===== src/rtl/pd_framer.sv =====
// PCIe 8b/10b framing scanner: walks each registered beat byte 0 upward and emits
// registered per-byte start/end/TLP/DLLP/nullify masks, with framing state carried across beats.
module pd_framer #(
    parameter int unsigned LANES = 64,
    parameter int unsigned CNT_W = 16
) (
    input  logic                 clk,
    input  logic                 rst,
    input  logic [8*LANES-1:0]   data_in,
    input  logic [LANES-1:0]     DK_in,
    input  logic                 hld_in,
    output logic [8*LANES-1:0]   data_out,
    output logic [LANES-1:0]     DK_out,
    output logic [LANES-1:0]     sop_mask,
    output logic [LANES-1:0]     eop_mask,
    output logic [LANES-1:0]     tlp_mask,
    output logic [LANES-1:0]     dllp_mask,
    output logic [LANES-1:0]     nullify_mask,
    output logic                 frm_err,
    output logic [CNT_W-1:0]     err_cnt,
    output logic                 hld_out
);

    localparam logic [7:0] K_STP = 8'hFB;
    localparam logic [7:0] K_SDP = 8'h5C;
    localparam logic [7:0] K_END = 8'hFD;
    localparam logic [7:0] K_EDB = 8'hFE;

    typedef enum logic [1:0] {
        S_IDLE = 2'd0,
        S_TLP  = 2'd1,
        S_DLLP = 2'd2
    } frm_state_t;

    frm_state_t       state;
    frm_state_t       state_nxt;
    frm_state_t       scan_st;
    logic [7:0]       scan_byte;
    logic             scan_k;
    logic [LANES-1:0] sop_nxt;
    logic [LANES-1:0] eop_nxt;
    logic [LANES-1:0] tlp_nxt;
    logic [LANES-1:0] dllp_nxt;
    logic [LANES-1:0] null_nxt;
    logic             err_nxt;

    assign hld_out = hld_in;

    // Framing state register; a held edge leaves it untouched.
    always_ff @(posedge clk or negedge rst) begin
        if (!rst) begin
            state <= S_IDLE;
        end else if (!hld_in) begin
            state <= state_nxt;
        end
    end

    // Sequential byte walk; scan_st is the framing state seen by each successive byte.
    always_comb begin
        sop_nxt   = '0;
        eop_nxt   = '0;
        tlp_nxt   = '0;
        dllp_nxt  = '0;
        null_nxt  = '0;
        err_nxt   = 1'b0;
        scan_st   = state;
        scan_byte = '0;
        scan_k    = 1'b0;
        for (int i = 0; i < int'(LANES); i++) begin
            scan_byte = data_in[8*i +: 8];
            scan_k    = DK_in[i];
            if (!scan_k) begin
                if (scan_st == S_TLP) begin
                    tlp_nxt[i] = 1'b1;
                end else if (scan_st == S_DLLP) begin
                    dllp_nxt[i] = 1'b1;
                end
            end else if (scan_byte == K_STP) begin
                if (scan_st != S_IDLE) err_nxt = 1'b1;
                sop_nxt[i] = 1'b1;
                tlp_nxt[i] = 1'b1;
                scan_st    = S_TLP;
            end else if (scan_byte == K_SDP) begin
                if (scan_st != S_IDLE) err_nxt = 1'b1;
                sop_nxt[i]  = 1'b1;
                dllp_nxt[i] = 1'b1;
                scan_st     = S_DLLP;
            end else if (scan_byte == K_END || scan_byte == K_EDB) begin
                case (scan_st)
                    S_TLP: begin
                        eop_nxt[i]  = 1'b1;
                        tlp_nxt[i]  = 1'b1;
                        null_nxt[i] = (scan_byte == K_EDB);
                    end
                    S_DLLP: begin
                        eop_nxt[i]  = 1'b1;
                        dllp_nxt[i] = 1'b1;
                        if (scan_byte == K_EDB) err_nxt = 1'b1;
                    end
                    default: err_nxt = 1'b1;
                endcase
                scan_st = S_IDLE;
            end else if (scan_st != S_IDLE) begin
                err_nxt = 1'b1;
                scan_st = S_IDLE;
            end
        end
        state_nxt = scan_st;
    end

    // Output registers, all frozen together while held.
    always_ff @(posedge clk or negedge rst) begin
        if (!rst) begin
            data_out     <= '0;
            DK_out       <= '0;
            sop_mask     <= '0;
            eop_mask     <= '0;
            tlp_mask     <= '0;
            dllp_mask    <= '0;
            nullify_mask <= '0;
            frm_err      <= 1'b0;
            err_cnt      <= '0;
        end else if (!hld_in) begin
            data_out     <= data_in;
            DK_out       <= DK_in;
            sop_mask     <= sop_nxt;
            eop_mask     <= eop_nxt;
            tlp_mask     <= tlp_nxt;
            dllp_mask    <= dllp_nxt;
            nullify_mask <= null_nxt;
            frm_err      <= err_nxt;
            if (err_nxt && (err_cnt != {CNT_W{1'b1}})) begin
                err_cnt <= err_cnt + CNT_W'(1);
            end
        end
    end

endmodule


===== config.mk =====
export PLATFORM = sky130hd
export DESIGN_NAME = pd_framer
export DESIGN_NICKNAME = d
export VERILOG_FILES = /design/src/rtl/pd_framer.sv
export SDC_FILE = /design/constraint.sdc
export NUM_CORES = 2
export LEC_CHECK = 0
export BUFFER_PORTS_ARGS = -buffer_cell sky130_fd_sc_hd__clkbuf_2
export CORE_AREA = 2 2 578 580
export DETAILED_ROUTE_END_ITERATION = 12
export DIE_AREA = 0 0 580 582
export SLEW_MARGIN = 20
export SYNTH_ARGS = -nofsm -noshare
export SYNTH_HDL_FRONTEND = slang
export SYNTH_SLANG_ARGS = --single-unit

===== constraint.sdc =====
create_clock -name clk -period 152.5 [get_ports clk]
set_input_delay 7.625 -clock clk [delete_from_list [all_inputs] [get_ports clk]]
set_output_delay 7.625 -clock clk [all_outputs]
set_load 0.02 [all_outputs]

==> flow_summary.ini <==
[status]
status = complete, no violations

[timing]
fin_ws_ns = 73.31
holdWs_ns = 0.4814
tightest_slew_ns = 1.149
finalClockSkew_ns = 0.07003
max_freq_ghz = 0.01263
fin_crit_ns = 79.19
relSlewSlack = 0.2305
setup_violations = 0
post-route-period-util = 0.5193
rsz0062_at_grt = false
finalSetupTns_ns = 0
maxSlewViolCount = 0
final_hold_viol_count = 0

[clock_network]
clk_pin_slew_ns = 0.06
htree_levels = 3
insertion_delay_ns = 0.89
cts_tree = yes
cts_root_buffer = clkbuf_16
cts_buffers = 121
cts.path.max_buffers = 4
cts_resized = 0
cts_hold_buf = 0
postCtsSetupRepairBufs = 0
cts.sinks = 915

[synthesis]
netlist.area_leader.share = 0.4534
syn_inst = 5132
syn-cell-area_um2 = 50510
synth-seq-cells = 915
yosys.area_share.simple = 0.1857
synth_xor_area_frac = 0.01457
seq_area_frac_synth = 0.4534
synth_compound_area_frac = 0.1481
synth_cell_types = 116
syn_nets = 5901
synthAdderAreaFrac = 0.04707
synthMuxAreaShare = 0.1178
syn_avg_cell_area_um2 = 9.841
synthTopCellsByArea = dfrtp_1, mux2_2, nand2_1
synth_flop_cell = dfrtp_1
yosysWarnings = 0
async_flop_share = 1.000
synth.largest_area_cell = dfrtp_1
synth_edf_count = 0
synth_top_family_by_area = simple AND/OR/NAND/NOR gates

[route]
wl_per_cell_um = 29.75
dr_total_vias = 49670
first_iter_violations = 4847
drt-total-wl_um = 330700
viasPerCell = 4.468
ant_nets = 0
drc = 0
drtPass1Iterations = 6

[grt]
grt_pass1_wl_um = 434800
grt_max_degree = 190
first_global_vias = 46560
track_usage = 0.1882
antenna_found_initial = 73
globalRouteOverflowTotal = 0

[critical_path]
max_stage_delay_ns = 0.86
crit_path_end_kind = flop
r2r-start = state[0]
cpMostUsedCell = ha_1
ff2ff_setup_slack_ns = 79.71
cp-start-kind = input pin
cp_slowest_cell = nor2_1
critPathRequiredTime_ns = 153.21
critPathKind = in -> reg
crit_end = err_cnt[8]
crit_path_start = data_in[5]
crit_path_max_fanout = 7
r2r_end = err_cnt[8]
r2r.worst_path.cells = 380
critical_path_arrival_ns = 79.90

[power]
p_leak_nw = 29.75
vdd_drop_max_mv = 0.009339
power.density_nw_per_um2 = 12.06

[layout]
num-fill-cells = 36850
drive_gt1_frac = 0.3577
area_delta_synth_final_pct = 33.37
fin_area_um2 = 67360
utilization = 0.2030
layout_commonest_cell = clkbuf_2
register_area_um2 = 22900
final_nets = 7364
final_cell_mix = clkbuf_2, dfrtp_1, nand2_1, mux2_2, o21ai_0
multi_input_area_um2 = 25960

[floorplan]
coreArea_um2 = 331800
die_w_um = 580
rows = 212
start_util = 0.1522
die-area_um2 = 337600
die_h_um = 582
io_pins = 1493

[job]
cap_viol_max_count = 0

[placed_design]
pre_cts_slack_ns = 74.04
hpwl_um = 286100
gp_congestion = 0.9667
port_buffers = 1492
place_area_um2 = 63150

[worst_hold_path]
hold_path.class = reg -> reg
## how the worst min path moves through the flow
stage / from / to / slack (ns) / depth (start not counted)
after global placement: eop_mask[45] / eop_mask[45] / 0.46 / 2
after detailed placement: eop_mask[45] / eop_mask[45] / 0.47 / 2
after floorplan: state[1] / state[1] / 0.53 / 1
after global routing: data_out[97] / data_out[97] / 0.50 / 2
after CTS: eop_mask[45] / eop_mask[45] / 0.48 / 2
final: eop_mask[45] / eop_mask[45] / 0.48 / 2
## sequential cells by signal, summed over array words and instances (netlist names)
signal and count:
DK_out 64, state 2, nullify_mask 64, data_out 512, err_cnt 16, frm_err 1
eop_mask 64, dllp_mask 64, tlp_mask 64, sop_mask 64
## through the flow
step	std cells	power [mW]
after floorplan	5132	0.3980
after global placement	10860	0.5124
after detailed placement	10860	0.5127
after CTS	11080	0.8206
after global routing	11100	0.8487
final	11120	0.8121
## cell usage after synthesis (12+ instances only)
cell	instances
dfrtp_1	915
nand2_1	703
mux2_2	525
o21ai_0	478
inv_1	206
clkbuf_1	193
ha_1	190
a21oi_1	174
nor2_1	162
nand3_1	147
nor3_1	109
o31ai_1	96
nand4_1	92
nor4_1	87
xnor2_1	61
nand2b_1	60
or4_1	56
and2_1	54
or3_1	54
a21o_1	48
and3_1	47
a22oi_1	37
nand4b_1	35
o21a_1	35
a21boi_0	34
o41ai_1	33
nor4b_1	31
or2_2	27
o211ai_1	26
nor2b_1	24
xor2_1	23
a31oi_1	21
and4_1	19
nand3b_1	19
nor3b_1	19
a211oi_1	17
o311ai_0	17
a22o_1	13
a211o_1	12
## critical path, delay by kind of cell
family | cells | cell delay, ns
simple gates | 75 | 15.91
compound gates | 184 | 38.41
xor+xnor | 1 | 0.15
fa+ha+maj | 60 | 12.50
buf+inv | 54 | 5.18
## cell families after synthesis
family / Yosys count
AO/OA/AOI/OAI: 1173
flip-flops: 915
AND/OR/NAND/NOR: 1812
multiplexers: 529
buffers and inverters: 429
XOR/XNOR: 84
adder cells (fa/ha/maj): 190
## area by class of cell
class,count,share of cell area
Antenna cell,36,0.001337
Tap cell,4387,0.08149
Sequential cell,915,0.3399
Clock buffer,167,0.05108
Inverter,215,0.01198
Multi-Input combinational cell,3788,0.3855
Clock inverter,53,0.01007
Timing Repair Buffer,1554,0.1187
## power breakdown
group	total, mW	internal (mW)	switching (mW)
registers	0.276	0.263	0.0129
logic	0.233	0.0722	0.161
clock network	0.303	0.178	0.125
total	0.812	0.513	0.299
## layer usage
metal | share of wire | vias to the layer above | GRT usage
met5 | 0.00026 | - | 0
met4 | 0.042 | 12 | 0.07089
met3 | 0.12 | 334 | 0.07717
met2 | 0.43 | 2636 | 0.2855
met1 | 0.41 | 24930 | 0.2368
li1 | - | 21750 | -
Note: power is estimated with default switching activity, not from simulation.
